==> src/rtl/bus_bridge_initiator_pkg.sv <==
// Shared constants, opcodes and FSM state type for the byte-stream bus initiator.
package bus_bridge_initiator_pkg;

    localparam int unsigned BYTE_W = 8;
    localparam int unsigned WORD_W = 32;
    localparam int unsigned STRB_W = 4;
    localparam int unsigned IDX_W  = 2;

    localparam logic [BYTE_W-1:0] OP_WRITE = 8'h57;
    localparam logic [BYTE_W-1:0] OP_READ  = 8'h52;
    localparam logic [BYTE_W-1:0] OP_PING  = 8'h50;

    localparam logic [BYTE_W-1:0] ACK_DEFAULT = 8'h06;
    localparam logic [BYTE_W-1:0] NAK_DEFAULT = 8'h15;

    typedef enum logic [2:0] {
        IDLE,
        ADDR,
        DATA,
        BUS,
        RESP
    } state_e;

endpackage

==> src/rtl/bridge_shift4.sv <==
// 4-byte little-endian shift/select register with a byte counter; assembles
// command words from a byte stream and indexes captured words for output.
module bridge_shift4
    import bus_bridge_initiator_pkg::*;
(
    input  logic              clk,
    input  logic              rst,
    input  logic              clr,
    input  logic              load_en,
    input  logic [WORD_W-1:0] load_word,
    input  logic              shift_en,
    input  logic [BYTE_W-1:0] byte_in,
    input  logic              adv_en,
    output logic [WORD_W-1:0] word,
    output logic [IDX_W-1:0]  cnt
);

    logic [WORD_W-1:0] word_q, word_d;
    logic [IDX_W-1:0]  cnt_q, cnt_d;

    // New bytes enter at the top so the first byte ends up in bits [7:0].
    always_comb begin
        word_d = word_q;
        cnt_d  = cnt_q;
        if (clr) begin
            cnt_d = '0;
        end else if (load_en) begin
            word_d = load_word;
            cnt_d  = '0;
        end else if (shift_en) begin
            word_d = {byte_in, word_q[WORD_W-1:BYTE_W]};
            cnt_d  = cnt_q + IDX_W'(1);
        end else if (adv_en) begin
            cnt_d = cnt_q + IDX_W'(1);
        end
    end

    always_ff @(posedge clk) begin
        if (rst) begin
            word_q <= '0;
            cnt_q  <= '0;
        end else begin
            word_q <= word_d;
            cnt_q  <= cnt_d;
        end
    end

    assign word = word_q;
    assign cnt  = cnt_q;

endmodule

==> src/rtl/bus_bridge_initiator.sv <==
// Parses W/R/P byte commands, issues one word transaction on the valid/ready
// bus as a secondary master, and returns ACK/NAK or read data bytes.
module bus_bridge_initiator
    import bus_bridge_initiator_pkg::*;
#(
    parameter int unsigned       TIMEOUT  = 1024,
    parameter logic [BYTE_W-1:0] ACK_BYTE = ACK_DEFAULT,
    parameter logic [BYTE_W-1:0] NAK_BYTE = NAK_DEFAULT
) (
    input  logic              clk,
    input  logic              rst,
    input  logic              en,
    input  logic [BYTE_W-1:0] in_data,
    input  logic              in_valid,
    output logic              in_ready,
    output logic [BYTE_W-1:0] out_data,
    output logic              out_valid,
    input  logic              out_ready,
    output logic              mem_valid,
    input  logic              mem_ready,
    output logic [WORD_W-1:0] mem_addr,
    output logic [WORD_W-1:0] mem_wdata,
    output logic [STRB_W-1:0] mem_wstrb,
    input  logic [WORD_W-1:0] mem_rdata
);

    localparam int unsigned CNT_W = (TIMEOUT > 2) ? $clog2(TIMEOUT) : 1;

    state_e            state_q, state_d;
    logic              in_ready_q, in_ready_d;
    logic              out_valid_q, out_valid_d;
    logic [BYTE_W-1:0] out_data_q, out_data_d;
    logic              mem_valid_q, mem_valid_d;
    logic [STRB_W-1:0] mem_wstrb_q, mem_wstrb_d;
    logic              is_write_q, is_write_d;
    logic              err_q, err_d;
    logic              rd_resp_q, rd_resp_d;
    logic [CNT_W-1:0]  tmo_q, tmo_d;

    logic              accept;
    logic              misalign;
    logic              go_bus;
    logic              go_resp;
    logic [BYTE_W-1:0] resp_byte;

    logic              addr_clr, addr_shift;
    logic [WORD_W-1:0] addr_word;
    logic [IDX_W-1:0]  addr_cnt;
    logic              wdata_clr, wdata_shift;
    logic [WORD_W-1:0] wdata_word;
    logic [IDX_W-1:0]  wdata_cnt;
    logic              rd_load, rd_adv;
    logic [WORD_W-1:0] rd_word;
    logic [IDX_W-1:0]  rd_cnt;
    logic [IDX_W-1:0]  rd_next_idx;

    assign accept = in_valid && in_ready_q;

    bridge_shift4 u_addr (
        .clk       (clk),
        .rst       (rst),
        .clr       (addr_clr),
        .load_en   (1'b0),
        .load_word ('0),
        .shift_en  (addr_shift),
        .byte_in   (in_data),
        .adv_en    (1'b0),
        .word      (addr_word),
        .cnt       (addr_cnt)
    );

    bridge_shift4 u_wdata (
        .clk       (clk),
        .rst       (rst),
        .clr       (wdata_clr),
        .load_en   (1'b0),
        .load_word ('0),
        .shift_en  (wdata_shift),
        .byte_in   (in_data),
        .adv_en    (1'b0),
        .word      (wdata_word),
        .cnt       (wdata_cnt)
    );

    bridge_shift4 u_rdata (
        .clk       (clk),
        .rst       (rst),
        .clr       (1'b0),
        .load_en   (rd_load),
        .load_word (mem_rdata),
        .shift_en  (1'b0),
        .byte_in   ('0),
        .adv_en    (rd_adv),
        .word      (rd_word),
        .cnt       (rd_cnt)
    );

    // Command parsing, bus handshake, timeout and response sequencing.
    always_comb begin
        state_d     = state_q;
        out_valid_d = out_valid_q;
        out_data_d  = out_data_q;
        mem_valid_d = mem_valid_q;
        mem_wstrb_d = mem_wstrb_q;
        is_write_d  = is_write_q;
        err_d       = err_q;
        rd_resp_d   = rd_resp_q;
        tmo_d       = tmo_q;
        misalign    = 1'b0;
        go_bus      = 1'b0;
        go_resp     = 1'b0;
        resp_byte   = NAK_BYTE;
        addr_clr    = 1'b0;
        addr_shift  = 1'b0;
        wdata_clr   = 1'b0;
        wdata_shift = 1'b0;
        rd_load     = 1'b0;
        rd_adv      = 1'b0;
        rd_next_idx = rd_cnt + IDX_W'(1);

        case (state_q)
            IDLE: begin
                if (accept) begin
                    rd_resp_d = 1'b0;
                    err_d     = !en;
                    case (in_data)
                        OP_WRITE: begin
                            is_write_d = 1'b1;
                            addr_clr   = 1'b1;
                            state_d    = ADDR;
                        end
                        OP_READ: begin
                            is_write_d = 1'b0;
                            addr_clr   = 1'b1;
                            state_d    = ADDR;
                        end
                        OP_PING: begin
                            go_resp   = 1'b1;
                            resp_byte = en ? ACK_BYTE : NAK_BYTE;
                        end
                        default: begin
                            go_resp   = 1'b1;
                            resp_byte = NAK_BYTE;
                        end
                    endcase
                end
            end
            ADDR: begin
                if (accept) begin
                    addr_shift = 1'b1;
                    if (addr_cnt == IDX_W'(3)) begin
                        // Byte 0 of the address sits in [15:8] before the last shift.
                        misalign = (addr_word[9:8] != 2'b00);
                        if (is_write_q) begin
                            err_d     = err_q || misalign;
                            wdata_clr = 1'b1;
                            state_d   = DATA;
                        end else if (err_q || misalign) begin
                            go_resp = 1'b1;
                        end else begin
                            go_bus = 1'b1;
                        end
                    end
                end
            end
            DATA: begin
                if (accept) begin
                    wdata_shift = 1'b1;
                    if (wdata_cnt == IDX_W'(3)) begin
                        if (err_q) begin
                            go_resp = 1'b1;
                        end else begin
                            go_bus = 1'b1;
                        end
                    end
                end
            end
            BUS: begin
                // A ready on the final timeout cycle still completes normally.
                if (mem_ready) begin
                    mem_valid_d = 1'b0;
                    mem_wstrb_d = '0;
                    tmo_d       = '0;
                    go_resp     = 1'b1;
                    if (is_write_q) begin
                        resp_byte = ACK_BYTE;
                    end else begin
                        rd_load   = 1'b1;
                        rd_resp_d = 1'b1;
                        resp_byte = mem_rdata[BYTE_W-1:0];
                    end
                end else if (tmo_q == CNT_W'(TIMEOUT - 1)) begin
                    mem_valid_d = 1'b0;
                    mem_wstrb_d = '0;
                    tmo_d       = '0;
                    go_resp     = 1'b1;
                end else begin
                    tmo_d = tmo_q + CNT_W'(1);
                end
            end
            RESP: begin
                if (out_ready) begin
                    if (rd_resp_q && (rd_cnt != IDX_W'(3))) begin
                        rd_adv     = 1'b1;
                        out_data_d = rd_word[{rd_next_idx, 3'b000} +: BYTE_W];
                    end else begin
                        out_valid_d = 1'b0;
                        rd_resp_d   = 1'b0;
                        state_d     = IDLE;
                    end
                end
            end
            default: begin
                state_d = IDLE;
            end
        endcase

        if (go_bus) begin
            state_d     = BUS;
            mem_valid_d = 1'b1;
            mem_wstrb_d = is_write_q ? {STRB_W{1'b1}} : '0;
            tmo_d       = '0;
        end
        if (go_resp) begin
            state_d     = RESP;
            out_valid_d = 1'b1;
            out_data_d  = resp_byte;
        end

        in_ready_d = (state_d == IDLE) || (state_d == ADDR) || (state_d == DATA);
    end

    always_ff @(posedge clk) begin
        if (rst) begin
            state_q     <= IDLE;
            in_ready_q  <= 1'b0;
            out_valid_q <= 1'b0;
            out_data_q  <= '0;
            mem_valid_q <= 1'b0;
            mem_wstrb_q <= '0;
            is_write_q  <= 1'b0;
            err_q       <= 1'b0;
            rd_resp_q   <= 1'b0;
            tmo_q       <= '0;
        end else begin
            state_q     <= state_d;
            in_ready_q  <= in_ready_d;
            out_valid_q <= out_valid_d;
            out_data_q  <= out_data_d;
            mem_valid_q <= mem_valid_d;
            mem_wstrb_q <= mem_wstrb_d;
            is_write_q  <= is_write_d;
            err_q       <= err_d;
            rd_resp_q   <= rd_resp_d;
            tmo_q       <= tmo_d;
        end
    end

    assign in_ready  = in_ready_q;
    assign out_valid = out_valid_q;
    assign out_data  = out_data_q;
    assign mem_valid = mem_valid_q;
    assign mem_wstrb = mem_wstrb_q;
    assign mem_addr  = addr_word;
    assign mem_wdata = wdata_word;

endmodule

==> config.mk <==
export PLATFORM = sky130hd
export DESIGN_NAME = bus_bridge_initiator
export DESIGN_NICKNAME = d
export VERILOG_FILES = /design/src/rtl/bus_bridge_initiator_pkg.sv /design/src/rtl/bridge_shift4.sv /design/src/rtl/bus_bridge_initiator.sv
export SDC_FILE = /design/constraint.sdc
export NUM_CORES = 1
export LEC_CHECK = 0
export CAP_MARGIN = 20
export CELL_PAD_IN_SITES_DETAIL_PLACEMENT = 1
export CELL_PAD_IN_SITES_GLOBAL_PLACEMENT = 2
export CORE_ASPECT_RATIO = 0.7
export CORE_MARGIN = 3
export CORE_UTILIZATION = 30
export CTS_BUF_LIST = sky130_fd_sc_hd__clkbuf_8
export DETAILED_ROUTE_END_ITERATION = 16
export PLACE_DENSITY = 0.89
export SYNTH_ARGS = -nofsm -noshare
export SYNTH_HDL_FRONTEND = slang
export SYNTH_SLANG_ARGS = --single-unit
==> constraint.sdc <==
create_clock -name clk -period 2.9 [get_ports clk]
set_input_delay 0.87 -clock clk [delete_from_list [all_inputs] [get_ports clk]]
set_output_delay 0.87 -clock clk [all_outputs]
set_load 0.05 [all_outputs]
==> impl_metrics.yaml, run 1 <==
cells_and_area:
  num-nets-final: 807
  fin_area_um2: 7170
  num_antenna_cells: 0
  fin_util_pct: 42.8
  layout_common_cells: "nand2_1, dfxtp_1, clkdlybuf4s50_1, a21oi_1, buf_4"
  areaGrowthSynthToFinish_pct: 36.5
  mostFrequentLayoutCell: "nand2_1"
  drive_gt1_share_pct: 10.8
die:
  rows: 39
  die_x_um: 164
  core-area_um2: 16700
  die-area_um2: 19200
  num_io_pins: 125
  start_util_pct: 31.4
  die_h_um: 117
global_route:
  track_usage_pct: 17.3
  grt_pass1_wl_mm: 26.2
  overflow: 0
  grt_max_degree: 58
  grt_pass1_vias: 5076
  antenna_found_initial: 0
logic_synthesis:
  synth_top_family_by_area: "simple AND/OR/NAND/NOR gates"
  synth_compound_area_share_pct: 14.0
  ys_seq_area_share_pct: 49.5
  synth_mux_area_share_pct: 5.45
  synth_edf_count: 0
  yosys.cell_types.count: 52
  yosysWarnings: 0
  yosys.area_share.simple_pct: 23.7
  yosysTopAreaCell: "dfxtp_1"
  syn-num-nets: 687
  synthArstFlopShare_pct: 0
  yosys-top-cells-area: "dfxtp_1, nand2_1, a21oi_1, mux4_2, clkbuf_1"
  synthXorXnorAreaFrac_pct: 2.00
  netlist_area_um2: 5250
  avgSynthCellArea_um2: 8.25
  dominantRegCellSynth: "dfxtp_1"
  ys_seq_elements: 130
  synthAdderAreaFrac_pct: 0.953
  synth_top_area_share_pct: 49.5
  syn_inst: 637
sta:
  relSlewSlack_pct: 51.9
  hold_viol: 0
  fin_crit_sh_pct: 91.6
  final-setup-viol-count: 0
  period_needed_ps: 2660
  fin_skew_ps: 14.8
  tns_ps: 0
  finalMaxSlewViolations: 0
  fmax_mhz: 377
  tightestPinTransition_ps: 713
  holdWs_ps: 457
  rsz0062_at_grt: "false"
pwr:
  p_per_area_nw_per_um2: 476
  clkPwrFrac_pct: 41.7
  pwr-share-comb_pct: 5.6
  internal_power_w: 0.00258
  switching_share_pct: 24.4
  vdd_drop_max_uv: 252
  power.leakage_nw: 2.39
  power_w: 0.00341
  switchingPower_w: 0.000832
  p_seq_share_pct: 52.7
detailed_routing:
  drc: 0
  totalWireLength_mm: 16.2
  viasPerCell: 4.80
  routedWlPerCell_um: 16.2
  vias: 4777
  antenna_left: 0
  drt_iter0_drc: 257
  firstDrtPassIters: 4
clocking:
  cts.htree.levels: 4
  clock_path_buffers: 2
  clkSinkCount: 130
  cts_hold_buffers: 0
  cts_buffers: 17
  path_clk_slew_ps: 80
  post_cts_resized: 0
  cts_root_buf: "clkbuf_8"
  cts_tree: "done"
  post-cts-setup-buffers: 0
  worstSkewPairLatency_ps: 430
worst_setup_path:
  crit_arrival_ps: 3020
  worstSetupPathType: "input pin to register"
  cp-end-kind: "register"
  cp_max_fo: 6
  cp.required_ps: 3260
  crit_path_start_kind: "input pin"
hold_path:
  hp-class: "register to register"
placement:
  dpl_cell_area_um2: 6810
  place_hpwl_mm: 11.8
  portBuffers: 124
  gp_congestion: 0.781
flow_run:
  max-cap-violations: 0
outcome:
  status: "finished, final reports clean"
Yosys cell counts, types with 4 or more instances:
cell type / n
inv_1: 6
clkbuf_1: 40
ha_1: 4
nand4_1: 6
dfxtp_1: 130
nand3_1: 4
xnor2_1: 6
a21oi_1: 109
o21ai_0: 5
mux4_2: 8
mux2i_1: 5
buf_2: 4
nor2_1: 24
nand3b_1: 4
nor3_1: 10
mux2_2: 5
nand2_1: 212
xor2_1: 6
power by group through the flow:
stage / logic (W) / clock network, W / registers, W
after detailed placement: 0.000191 / 0 / 0.00184
final: 0.000190 / 0.00142 / 0.00180
after floorplan: 0.0000587 / 0 / 0.00186
after CTS: 0.000192 / 0.00148 / 0.00180
after global routing: 0.000203 / 0.00155 / 0.00180
after global placement: 0.000185 / 0 / 0.00184
logic make-up after synthesis:
logic type,count (synthesis)
AND/OR/NAND/NOR,288
buffers and inverters,54
flip-flops,130
adder cells (fa/ha/maj),4
multiplexers,18
AO/OA/AOI/OAI,131
XOR/XNOR,12
layer usage:
layer / part of all wire [%] / vias up / GRT usage [%]
met3: 6.1 / 11 / 5.60
met4: 1.1 / 0 / 5.58
li1: - / 2373 / -
met5: 0 / - / 0
met1: 48 / 2300 / 23.1
met2: 45 / 93 / 26.8
state kept, by name (all words and copies together), names as in the netlist, 2 cells and up:
signal        cells
u_addr.word      32
u_rdata.word     32
u_wdata.word     32
tmo_q            10
out_data          8
state_q           3
u_addr.cnt        2
u_rdata.cnt       2
u_wdata.cnt       2
final timing paths:
kind | to | startpoint | depth (start not counted) | slack (ps)
worst max register to register | out_data[4] | state_q[1] | 5 | 540
worst min-delay path | u_wdata.word[0] | u_wdata.word[0] | 2 | 460
worst min register to register | u_wdata.word[0] | u_wdata.word[0] | 2 | 460
worst max-delay path | out_data[4] | in_data[1] | 6 | 240
layout make-up:
class / count / area, um2
fillers: 1983 / 9570
flip-flops and latches: 130 / 2600
multi-input cells: 453 / 2440
repair buffers: 149 / 1460
well taps: 225 / 282
clock buffers: 18 / 248
clock inverters: 14 / 118
inverters: 6 / 22.5
per-stage QoR:
| step | instances | setup WS [ps] |
|---|---|---|
| global placement | 963 | -75.9 |
| floorplan | 637 | 451 |
| detailed placement | 963 | -182 |
| finish | 995 | 244 |
| global route | 995 | 199 |
| CTS | 995 | 280 |
critical path, cell delays in order:
cell and delay [ps]:
clkdlybuf4s50_1 470, or3b_1 380, or4b_4 550, a31oi_4 270, nor3b_2 300, a32o_1 160
Note: power is estimated with default switching activity, not from simulation.
==> run 2, diff against run 1 <==
Settings changed: CORE_UTILIZATION 30 to 38, DONT_BUFFER_PORTS from default to 1, PLACE_DENSITY 0.89 to 0.88.
==> impl_metrics.yaml, run 2 (synthesis gave the netlist of run 1 again) <==
global_route:
  grt_pass1_wl_mm: 23.8
  track_usage_pct: 19.1
  grt_max_degree: 121
  overflow: 0
  antenna_found_initial: 0
  grt_pass1_vias: 4628
die:
  die-area_um2: 15300
  die_h_um: 104
  rows: 35
  core-area_um2: 13400
  die_x_um: 147
  num_io_pins: 125
  start_util_pct: 39.3
cells_and_area:
  seq_area_um2: 2600
  drive_gt1_share_pct: 11.4
  num-nets-final: 671
  layout_common_cells: "nand2_1, dfxtp_1, a21oi_1, nor2_1, clkbuf_8"
  areaGrowthSynthToFinish_pct: 10.4
  final_cells: 818
  fin_util_pct: 43.4
  mostFrequentLayoutCell: "nand2_1"
  fill_cells: 1627
  fin_area_um2: 5800
  num_antenna_cells: 0
  multi_input_area_um2: 2440
flow_run:
  max-cap-violations: 0
clocking:
  path_clk_slew_ps: 80
  cts_root_buf: "clkbuf_8"
  post-cts-setup-buffers: 0
  cts_tree: "done"
  worstSkewPairLatency_ps: 420
  cts_buffers: 17
  post_cts_resized: 0
  cts.htree.levels: 4
  clock_path_buffers: 2
  cts_hold_buffers: 0
  clkSinkCount: 130
sta:
  fin_crit_sh_pct: 83.3
  fin_skew_ps: 13.9
  period_needed_ps: 2420
  rsz0062_at_grt: "false"
  tightestPinTransition_ps: 701
  holdWs_ps: 460
  fmax_mhz: 414
  final-setup-viol-count: 0
  finalMaxSlewViolations: 0
  relSlewSlack_pct: 52.6
  hold_viol: 0
  tns_ps: 0
hold_path:
  hp-class: "register to register"
  min_to: "u_rdata.word[28]"
  hold_path_depth: 2
  min-delay-start: "u_rdata.word[28]"
worst_setup_path:
  crit_path_start_kind: "register"
  cp_max_fo: 13
  cp-end-kind: "register"
  slowest_stage: "o41ai_2"
  worst-r2r-setup-slack_ps: 480
  worstReg2RegEnd: "in_ready"
  cpPeakStageDelay_ps: 710
  ff2ff_path_depth: 4
  cp.required_ps: 3210
  r2r_start: "state_q[0]"
  crit_chain: "nand3b_1 -> o41ai_2 -> or3_1 -> and4b_1"
  crit_arrival_ps: 2730
  worstSetupPathType: "register to register"
detailed_routing:
  drt_iter0_drc: 201
  firstDrtPassIters: 4
  routedWlPerCell_um: 17.5
  viasPerCell: 5.27
  drc: 0
  totalWireLength_mm: 14.3
  vias: 4309
  antenna_left: 0
outcome:
  status: "finished, final reports clean"
placement:
  place_hpwl_mm: 10.1
  portBuffers: 0
  dpl.cell_count: 787
  dpl_cell_area_um2: 5390
  gp_congestion: 0.812
pwr:
  p_per_area_nw_per_um2: 597
  power.leakage_nw: 1.89
  vdd_drop_max_uv: 298
## run 2: report_power, final
part	internal (W)	switching [W]	total, W
clock	0.000868	0.000727	0.00160
sequential	0.00179	0.0000244	0.00182
combinational	0.0000224	0.0000286	0.0000510
## run 2: area by class of cell
class                           instances  share of cell area (%)
Sequential cell                       130                    44.9
Multi-Input combinational cell        453                    42.0
Clock buffer                           18                    4.27
Tap cell                              185                    3.99
Clock inverter                         13                    2.78
Timing Repair Buffer                   13                    1.68
Inverter                                6                   0.388
## run 2: critical path, delay by kind of cell (launching register included)
kind / cells / cell delay (ps)
AND/OR/NAND/NOR: 3 / 950
AO/OA/AOI/OAI: 1 / 710
flip-flops: 1 / 650
## run 2: how the worst max path moves through the flow
stage,cells past startpoint,start,slack [ps],end
finish,4,state_q[0],480,in_ready
global route,4,state_q[0],380,in_ready
CTS,4,state_q[0],570,in_ready
detailed placement,5,in_data[1],310,out_data[0]
global placement,5,in_data[1],390,out_data[4]
floorplan,6,in_data[1],450,out_data[0]
## run 2: metal layers
| metal | GRT usage (%) | vias to the layer above | wire length (um) |
|---|---|---|---|
| met5 | 0 | - | 0 |
| met1 | 24.5 | 2099 | 6730 |
| met2 | 30.5 | 94 | 6480 |
| li1 | - | 2097 | - |
| met4 | 5.91 | 0 | 225 |
| met3 | 6.58 | 19 | 893 |
## run 2: metrics by stage
stage | setup WS, ps | total power (W)
2_1_floorplan | 451 | 0.00192
3_3_place_gp | 392 | 0.00191
3_5_place_dp | 306 | 0.00191
4_1_cts | 566 | 0.00351
5_1_grt | 382 | 0.00360
6_report | 483 | 0.00346
==> run 3, diff against run 2 <==
Settings changed: CORE_UTILIZATION 38 to 34, PLACE_DENSITY 0.88 to 0.83.
Clock period 2.9 ns to 2.2 ns, I/O delays scaled along.
==> impl_metrics.yaml, run 3 (synthesis gave the netlist of run 1 again) <==
sta:
  tightestPinTransition_ps: 638
  final-setup-viol-count: 0
  hold_viol: 0
  fin_crit_sh_pct: 93.6
  relSlewSlack_pct: 57.4
  rsz0062_at_grt: "false"
  worst_slack_ps: 140
  fmax_mhz: 486
  fin_skew_ps: 11.1
  period_needed_ps: 2060
  finalMaxSlewViolations: 0
  tns_ps: 0
die:
  num_io_pins: 125
  core-area_um2: 14900
  die-area_um2: 17000
  die_x_um: 155
  die_h_um: 110
  rows: 37
  start_util_pct: 35.2
cells_and_area:
  num-nets-final: 682
  num_antenna_cells: 0
  final_cells: 839
  layout_common_cells: "nand2_1, dfxtp_1, a21oi_1, buf_4, nor2_1"
  areaGrowthSynthToFinish_pct: 12.5
  drive_gt1_share_pct: 13.0
  mostFrequentLayoutCell: "nand2_1"
worst_setup_path:
  crit_arrival_ps: 2420
  cpPeakStageDelay_ps: 560
  crit_chain: "or3b_1 -> or4b_4 -> a31oi_4 -> nor3b_2 -> a32o_1"
  crit_path_start_kind: "register"
  cp-end-kind: "register"
  cp.required_ps: 2560
  slowest_stage: "or4b_4"
  cp_max_fo: 7
  worstSetupPathType: "register to register"
global_route:
  grt_pass1_wl_mm: 22.7
  antenna_found_initial: 0
  grt_max_degree: 121
  overflow: 0
  grt_pass1_vias: 4370
  track_usage_pct: 16.7
clocking:
  cts.htree.levels: 4
  path_clk_slew_ps: 70
  cts_buffers: 17
  post-cts-setup-buffers: 0
  clkSinkCount: 130
  post_cts_resized: 0
  clock_path_buffers: 2
  cts_hold_buffers: 0
  worstSkewPairLatency_ps: 430
  cts_root_buf: "clkbuf_8"
  cts_tree: "done"
detailed_routing:
  antenna_left: 0
  drt_iter0_drc: 240
  firstDrtPassIters: 4
  totalWireLength_mm: 14.3
  drc: 0
  viasPerCell: 5.12
  vias: 4294
  routedWlPerCell_um: 17.1
pwr:
  p_per_area_nw_per_um2: 773
  power.leakage_nw: 1.95
  vdd_drop_max_uv: 315
placement:
  dpl.cell_count: 808
  portBuffers: 0
  place_hpwl_mm: 10.1
  gp_congestion: 0.825
  dp_slack_ps: -173
hold_path:
  hp-class: "input pin to register"
flow_run:
  max-cap-violations: 0
outcome:
  status: "finished, final reports clean"
run 3: changes by cell type in the layout (fill, tap and decap cells not counted):
cell	change
buf_4	+10
clkinvlp_4	-2
buf_12	+1
clkinv_2	+1
clkinv_4	+1
dfxtp_1	-1
dfxtp_2	+1
run 3: where the power goes:
group          internal [W]  total [W]  switching (W)  leakage [nW]
Clock               0.00114    0.00210       0.000958         0.205
Sequential          0.00236    0.00239      0.0000313          1.05
Combinational     0.0000333  0.0000705      0.0000372         0.701
run 3: critical path: cells and delay by family (launching register included):
| kind | cells | cell delay, ps |
|---|---|---|
| flip-flops | 1 | 310 |
| AND/OR/NAND/NOR | 3 | 1240 |
| AO/OA/AOI/OAI | 2 | 450 |
run 3: path summary, 6_finish.rpt:
check / start / end / slack [ps] / cells after the start
setup / recovery: state_q[1] / out_data[0] / 140 / 5
hold / removal: rst / mem_wstrb[2] / 300 / 1
setup reg to reg: state_q[1] / out_data[0] / 140 / 5
hold reg to reg: u_rdata.word[22] / u_rdata.word[22] / 450 / 2
run 3: layout make-up:
type	instances	area, um2
well taps	195	244
clock buffers	18	248
multi-input cells	453	2440
clock inverters	13	160
fillers	1807	9000
inverters	6	22.5
repair buffers	24	193
flip-flops and latches	130	2610
run 3: stage by stage:
| stage | cell area, um2 | utilization (%) | hold slack (ps) | total power [W] |
|---|---|---|---|---|
| finish | 5910 | 39.6 | 303 | 0.00457 |
| global route | 5910 | 39.6 | 274 | 0.00475 |
| CTS | 5910 | 39.6 | 275 | 0.00463 |
| detailed placement | 5500 | 36.9 | 444 | 0.00252 |
| global placement | 5500 | 36.9 | 437 | 0.00252 |
| floorplan | 5260 | - | 433 | 0.00253 |
run 3: routing by layer:
layer | vias to the layer above | track usage [%] | wire (um)
met4 | 0 | 5.10 | 187
met2 | 94 | 25.6 | 6440
met5 | - | 0 | 0
li1 | 2118 | - | -
met3 | 18 | 6.24 | 946
met1 | 2064 | 22.0 | 6760
